[config.mk]
export PLATFORM = sky130hd
export DESIGN_NAME = pc_gen_unit
export DESIGN_NICKNAME = d
export VERILOG_FILES = /design/src/rtl/pc_gen_unit.sv
export SDC_FILE = /design/constraint.sdc
export NUM_CORES = 1
export LEC_CHECK = 0
export CAP_MARGIN = 10
export CORE_MARGIN = 2
export CORE_UTILIZATION = 55
export CTS_CLUSTER_SIZE = 14
export DETAILED_ROUTE_END_ITERATION = 8
export DONT_BUFFER_PORTS = 1
export PLACE_DENSITY_LB_ADDON = 0.25
export SETUP_SLACK_MARGIN = 0.2
export SLEW_MARGIN = 20
export SYNTH_ARGS = -nofsm -noshare
export SYNTH_HDL_FRONTEND = slang
export SYNTH_SLANG_ARGS = --single-unit
[constraint.sdc]
create_clock -name clk -period 6.65 [get_ports clk]
set_input_delay 0.665 -clock clk [delete_from_list [all_inputs] [get_ports clk]]
set_output_delay 0.665 -clock clk [all_outputs]
set_load 0.1 [all_outputs]
[src/rtl/pc_gen_unit.sv]
// pc_gen_unit
//   Program-counter generator for the fetch stage. Produces the instruction
//   fetch address and its valid qualifier, steps sequentially by INST_BYTES,
//   and takes trap and branch redirects in priority order. A redirect that
//   arrives while fetch is held is parked in a pending register and applied
//   on the first cycle the fetch can advance. Held cycles are counted in a
//   saturating counter.
//
// Ports
//   clk               clock, rising edge
//   rst               asynchronous active-low reset
//   stall             pipeline hold from the hazard unit
//   fetch_ready       instruction memory accepts an address this cycle
//   redirect_valid    branch/jump resolved taken
//   redirect_pc       branch/jump target
//   trap_valid        exception/interrupt redirect (highest priority)
//   trap_pc           trap handler address
//   pc                current fetch address
//   pc_valid          pc is a valid fetch request
//   redirect_pending  a redirect is latched and not yet applied
//   flush             one-cycle pulse after a redirect/trap was applied
//   misalign          one-cycle pulse, with flush, when the applied target
//                     had its low alignment bits set
//   stall_cnt         saturating count of held cycles
//
// State        | meaning
// -------------+-----------------------------------------------------------
// BOOT         | first cycle after reset release, no fetch issued
// RUN          | normal fetch, no redirect waiting
// HOLD_REDIR   | fetch held with a redirect target parked in pend_pc

module pc_gen_unit #(
    parameter int              XLEN         = 64,
    parameter logic [XLEN-1:0] RESET_VECTOR = '0,
    parameter int              INST_BYTES   = 4,
    parameter int              CNT_W        = 16
) (
    input  logic             clk,
    input  logic             rst,
    input  logic             stall,
    input  logic             fetch_ready,
    input  logic             redirect_valid,
    input  logic [XLEN-1:0]  redirect_pc,
    input  logic             trap_valid,
    input  logic [XLEN-1:0]  trap_pc,
    output logic [XLEN-1:0]  pc,
    output logic             pc_valid,
    output logic             redirect_pending,
    output logic             flush,
    output logic             misalign,
    output logic [CNT_W-1:0] stall_cnt
);

    typedef enum logic [1:0] {
        BOOT       = 2'd0,
        RUN        = 2'd1,
        HOLD_REDIR = 2'd2
    } state_t;

    // Low bits that must be zero in any fetch address.
    localparam logic [XLEN-1:0] ALIGN_MASK = XLEN'(INST_BYTES - 1);
    localparam logic [XLEN-1:0] PC_STEP    = XLEN'(INST_BYTES);

    state_t           state;
    logic [XLEN-1:0]  pend_pc;

    logic             advance;
    logic             hold_cycle;
    logic             cnt_sat;
    logic [XLEN-1:0]  trap_tgt;
    logic [XLEN-1:0]  redir_tgt;
    logic [XLEN-1:0]  pend_tgt;
    logic             trap_mis;
    logic             redir_mis;
    logic             pend_mis;

    assign advance    = pc_valid & ~stall & fetch_ready;
    // A trap moves the PC even when held, so that cycle is not counted.
    assign hold_cycle = pc_valid & ~advance & ~trap_valid;
    assign cnt_sat    = &stall_cnt;

    assign trap_tgt   = trap_pc     & ~ALIGN_MASK;
    assign redir_tgt  = redirect_pc & ~ALIGN_MASK;
    assign pend_tgt   = pend_pc     & ~ALIGN_MASK;
    assign trap_mis   = |(trap_pc     & ALIGN_MASK);
    assign redir_mis  = |(redirect_pc & ALIGN_MASK);
    // The raw target is parked so misalignment is flagged when it is applied.
    assign pend_mis   = |(pend_pc     & ALIGN_MASK);

    always_ff @(posedge clk or negedge rst) begin
        if (!rst) begin
            state            <= BOOT;
            pc               <= RESET_VECTOR;
            pc_valid         <= 1'b0;
            pend_pc          <= '0;
            redirect_pending <= 1'b0;
            flush            <= 1'b0;
            misalign         <= 1'b0;
            stall_cnt        <= '0;
        end else begin
            flush    <= 1'b0;
            misalign <= 1'b0;

            if (hold_cycle && !cnt_sat) begin
                stall_cnt <= stall_cnt + CNT_W'(1);
            end

            case (state)
                BOOT: begin
                    // Redirects and traps are ignored until fetch is live.
                    state            <= RUN;
                    pc_valid         <= 1'b1;
                    redirect_pending <= 1'b0;
                end

                default: begin
                    if (trap_valid) begin
                        pc               <= trap_tgt;
                        pend_pc          <= '0;
                        state            <= RUN;
                        redirect_pending <= 1'b0;
                        flush            <= 1'b1;
                        misalign         <= trap_mis;
                    end else if (redirect_valid && advance) begin
                        pc               <= redir_tgt;
                        pend_pc          <= '0;
                        state            <= RUN;
                        redirect_pending <= 1'b0;
                        flush            <= 1'b1;
                        misalign         <= redir_mis;
                    end else if (redirect_valid) begin
                        // Newest redirect wins over any older parked target.
                        pend_pc          <= redirect_pc;
                        state            <= HOLD_REDIR;
                        redirect_pending <= 1'b1;
                    end else if (state == HOLD_REDIR && advance) begin
                        pc               <= pend_tgt;
                        pend_pc          <= '0;
                        state            <= RUN;
                        redirect_pending <= 1'b0;
                        flush            <= 1'b1;
                        misalign         <= pend_mis;
                    end else if (advance) begin
                        pc <= pc + PC_STEP;
                    end
                end
            endcase
        end
    end

endmodule

==> results of run 1 <==
synthesized netlist by cell type (3+ instances only):
library cell    n
a211o_1         3
a211oi_1       15
a21oi_1        57
a221o_1        16
a221oi_1       19
a22o_1         65
a2bb2oi_1       6
a31o_2          3
a31oi_1        10
a32o_1          4
and2_1          5
and3_1         18
and4_1          6
buf_1           6
buf_2           3
clkbuf_1       60
dfrtp_1       147
inv_1           8
mux2i_1         4
nand2_1        72
nand2b_1        8
nand3_1        42
nand4_1        31
nor2_1         71
nor3_1         47
nor4_1         14
o211ai_1        5
o21a_1          3
o21ai_0        60
o221ai_1        9
o22ai_1        13
o31a_1          8
o31ai_1        14
or3_1          10
or4_1           5
xnor2_1        16
xor2_1         17
placed cells by master (no fill, tap or decap), types with 5 or more instances in the layout:
cell / n
a211oi_1: 15
a21oi_1: 56
a221o_1: 16
a221oi_1: 19
a22o_1: 65
a2bb2oi_1: 6
a31oi_1: 10
and2_1: 5
and3_1: 18
and4_1: 6
buf_4: 25
clkbuf_16: 17
dfrtp_1: 147
inv_1: 8
inv_6: 6
nand2_1: 72
nand2b_1: 8
nand3_1: 42
nand4_1: 31
nor2_1: 69
nor3_1: 46
nor4_1: 13
o211ai_1: 5
o21ai_0: 59
o221ai_1: 9
o22ai_1: 11
o31a_1: 8
o31ai_1: 14
or3_1: 10
or4_1: 5
xnor2_1: 16
xor2_1: 17
cell type report:
class | instances | area (sq um)
Fill cell | 1302 | 5870
Multi-Input combinational cell | 713 | 4540
Sequential cell | 147 | 3680
Clock buffer | 17 | 425
Tap cell | 188 | 235
Timing Repair Buffer | 26 | 215
Clock inverter | 15 | 144
Inverter | 9 | 33.8
Antenna cell | 1 | 2.50
worst max-delay path by stage:
stage | startpoint | end | slack, ps | cells past startpoint
4_1_cts | pc_valid | pc[56] | 3080 | 6
3_5_place_dp | pc_valid | pc[56] | 3100 | 6
3_3_place_gp | pc_valid | pc[56] | 3170 | 6
6_report | pc[4] | pc[61] | 3050 | 6
5_1_grt | pc[4] | pc[61] | 2860 | 6
2_1_floorplan | pc[26] | pc[52] | 3580 | 7
kinds of logic after synthesis:
kind of cell             Yosys count  share of synthesized area [%]
AND/OR/NAND/NOR                  345                           20.9
AO/OA/AOI/OAI                    326                           27.6
flip-flops                       147                           43.5
buffers and inverters             80                           3.68
XOR/XNOR                          33                           3.42
multiplexers                       5                          0.606
adder cells (fa/ha/maj)            2                          0.296
other                              1                         0.0443
sequential cells by signal, summed over array words and instances, names as in the netlist:
signal	count
redirect_pending	1
pend_pc	64
misalign	1
pc_valid	1
state	1
stall_cnt	16
flush	1
pc	62
critical path, cell delays in order (launching register included):
cell and delay [ps]:
dfrtp_1 1050, and4_1 440, nand4_1 530, nor3_1 850, and3_1 290, a31oi_1 90, o22a_1 240
metal layers:
metal | vias up | part of all wire (%)
met5 | - | 0
met4 | 0 | 3.0
met1 | 4014 | 40
met3 | 68 | 13
met2 | 516 | 45
li1 | 3581 | -
per-stage QoR:
step                      power [mW]  cell area [sq um]  util [%]  setup WS (ps)  hold slack [ps]
after floorplan                 2.18               8470         -           3580              369
after global placement          2.34               8670      57.3           3170              377
after detailed placement        2.35               8670      57.3           3100              377
after CTS                       3.31               9270      61.2           3080              278
after global routing            3.43               9270      61.2           2860              291
final                           3.31               9270      61.2           3050              160
power by group through the flow:
stage	Combinational, mW	Sequential (mW)	Clock, mW
final	0.593	1.77	0.947
after global routing	0.647	1.79	0.992
after CTS	0.589	1.77	0.952
after detailed placement	0.567	1.78	0
after global placement	0.558	1.78	0
after floorplan	0.359	1.83	0
repair_timing:
action,4_1_cts,5_1_grt
setup buffers,0,0
hold buffers,1,0
endpoints found under the setup margin,0,0
hold endpoints to repair,147,0
==> metrics, run 1 <==
max cap viols 0; RSZ-0062 raised after global routing false; R2R depth 6; number of global-route vias before repair 7775; sw frac 47.7%; final hold viol count 0; via/cell ratio around 7.3; # clock sinks 147; Pint 1.73 mW; WL/cell around 25 um; worst reg2reg startpoint pc[4]; number of enable flip-flop cells after synthesis 0; initial drt markers 1043; H-tree lvl count 4; Synth warnings 0; root buffer cell clkbuf_16; endpoint class of the critical path flip-flop; routed wire length 28400 um; gr busiest metal met2; Layout area overhead 9.55%; clk slew on worst S/H paths 70 ps; Post-Place Cells 1082; minimum clock period 3600 ps; outcome complete, no violations; fin. max-slew vios 0; met3 usage 12.1%; CP Class flip-flop to flip-flop; top cells by area, synth dfrtp_1, a22o_1, o21ai_0; cts bufs inserted 17; peak supply drop ~0.33 mV; Setup Viol. Count Final 0; Longest Clk Path Bufs 2; gr usage total 35.1%; Critical Path Source Type flip-flop; DRC Markers 0; Max Freq 277 MHz; routed vias 8179; layout cells sized above 1 8.63%; ys flop type dfrtp_1; fin crit share 54.2%; DIE HEIGHT approximately 130 um; met2 usage 51.8%; FF-to-FF End pc[61]; post-DP HPWL between 15000 and 20000 um; Initial Util 55.9%; IO Count 218; Syn Std Cell Area 0.00846 sq mm; # port buffers 0; initial antenna violation count 1; Min-Delay Path Class input pin to async pin; Die Span X 128 um; Reg2Reg Setup Slack 3050 ps; logic gate share of total power 17.9%; Clk pwr share 28.6%; Synth async-reset ratio 100%; Synth top area share 43.5%; worst slew pin tran approximately 1200 ps; num rows 45; cell taking the most area after synthesis dfrtp_1; Slew headroom 23.0%; Synth cell types 66; worst path required time 6970 ps; crit path DAT about 4000 ps; die area about 0.016 sq mm; final antenna-violating net count 0; crit-path max FO 12; Post-CTS Resized 0; NetSw 1.58 mW; total grt overflow 0; Seq/Total Area, Yosys 43.5%; Post-Syn Instances 939; Reg power frac between 50% and 60%; final cell count without fillers about 1100; first-pass GRT wire length 44200 um; drt first pass iters 5; Syn Area/Cell around 9 sq um; setup tns final 0 ps; largest net degree at the start of global routing roughly 150; worst skew pair latency 440 ps; core area 0.0151 sq mm; leakage 3.75 nW; pwr dens 357 mW/mm^2; CTS tree yes; Final GP Congestion approximately 0.93; Nets approximately 1100; GR met1 Demand/Resource a little under half; Yosys reg bits 147; clock skew 11.3 ps
Note: power is estimated with default switching activity, not from simulation.
==> run 2: changes to the inputs <==
clock period = 2.9 ns   (was 6.65 ns; I/O delays follow)
==> run 2 against run 1 <==
Combinational power increased to 5.5 times the previous value. The run now ends with hold timing left. Register-to-register slack got worse by 2800 ps. Critical path depth unchanged.
==> metrics, run 2 (synthesis gave the netlist of run 1 again) <==
outcome complete, but fails checks; failing checks hold timing; logic gate share of total power 40.8%; Reg2Reg Setup Slack 260 ps; endpoint class of the critical path flip-flop; Clk pwr share between 20% and 30%; final hold viol count 147; Layout area overhead 24.9%; Die Span X 128 um; DRC Markers 0; Min-Delay Path Class input pin to async pin; total power a little under 8 mW; RSZ-0062 raised after global routing false; Post-Place Cells 1166; largest net degree at the start of global routing 148; # clock sinks approximately 150; post-CTS setup buffers 0; first-pass GRT wire length between 40000 and 50000 um; clock skew between 10 and 15 ps; sw frac 45.7%; gr usage total between 30% and 40%; setup tns final 0 ps; final antenna-violating net count 0; hold_buf cts just over 60; Post-CTS Resized 0; initial drt markers 1078; clk slew on worst S/H paths 70 ps; root buffer cell clkbuf_16; peak supply drop 0.615 mV; H-tree lvl count 4; routed wire length ~31000 um; WL/cell about 25 um; Antenna diodes 0; pwr dens ~750 mW/mm^2; PnR worst setup slack roughly 260 ps; Max Freq 379 MHz; # port buffers 0; die area 0.0164 sq mm; leakage 4.35 nW; fin crit share 90.9%; Final GP Congestion approximately 0.91; via/cell ratio slightly above 7; largest reg by FF count pend_pc; Initial Util 55.9%; max reg flops 64; worst slew pin tran 942 ps; initial antenna violation count 0; drt first pass iters 6; core area 0.0151 sq mm; DIE HEIGHT 128 um; final cell count without fillers 1258; Longest Clk Path Bufs 2; WHS -439 ps; NetSw 3.64 mW; num rows 45; Critical Path Source Type flip-flop; CP Class flip-flop to flip-flop; fin. max-slew vios 0; total grt overflow 0; layout cells sized above 1 19.4%; post-DP HPWL about 20000 um; crit-path max FO 10; pre-CTS WS ~410 ps; biggest regs pend_pc: 64 flops, pc: 62 flops, stall_cnt: 16 flops; commonest non-fill, non-tap cell in the layout buf_4; max cap viols 0; Slew headroom 36.5%; cts bufs inserted 17; commonest cells after routing, fill and taps aside buf_4, dfrtp_1, nand2_1; worst skew pair latency 430 ps; IO Count 218; Nets 1194; worst path required time 3220 ps; Reg power frac 32.6%; Pint 4.32 mW; CTS tree yes; number of global-route vias before repair 8913; minimum clock period 2640 ps; Setup Viol. Count Final 0; routed vias between 8000 and 9000; crit path DAT approximately 3000 ps
==> run 2: layout make-up <==
type	count	area (sq um)
clock buffers	18	439
clock inverters	13	113
fillers	1185	4580
inverters	9	33.8
multi-input cells	713	4540
flip-flops and latches	147	3740
well taps	188	235
repair buffers	170	1470
==> run 2: path summary, 6_finish.rpt <==
| path | start | to | depth (start not counted) |
|---|---|---|---|
| worst max-delay path | pc[5] | pc[62] | 6 |
| worst min-delay path | rst | pend_pc[18] | 0 |
| worst max register to register | pc[5] | pc[62] | 6 |
| worst min register to register | pend_pc[33] | pend_pc[33] | 1 |
| max in group asynchronous | rst | pc[45] | 0 |
| min in group clk | redirect_pc[13] | pc[13] | 2 |
==> run 2: critical path, stage by stage (launching register included) <==
cell	delay, ps
dfrtp_2	350
and4_1	310
and4_1	470
nand4_1	520
nor4_1	410
o21ai_0	160
a221oi_1	300
==> run 2: power groups by stage <==
stage	combinational [mW]	sequential, mW	clock, mW
floorplan	0.821	4.22	0
global placement	3.11	2.61	0
detailed placement	3.14	2.62	0
CTS	3.21	2.59	2.11
global route	3.39	2.63	2.20
finish	3.25	2.59	2.11
==> run 2: metal layers <==
layer  track usage (%)  vias up  part of all wire [%]  routed length, um
li1                  -     3861                     -                  -
met1              49.7     4308                    39              12000
met2              59.9      657                    45              14100
met3              12.0      111                    13               3920
met4              14.9        0                   3.5               1090
met5                 0        -                     0                  0
==> run 2: through the flow <==
stage / utilization (%) / instance area (sq um)
CTS: 69.8 / 10600
finish: 69.8 / 10600
global route: 69.8 / 10600
floorplan: - / 8530
global placement: 62.1 / 9410
detailed placement: 62.1 / 9410
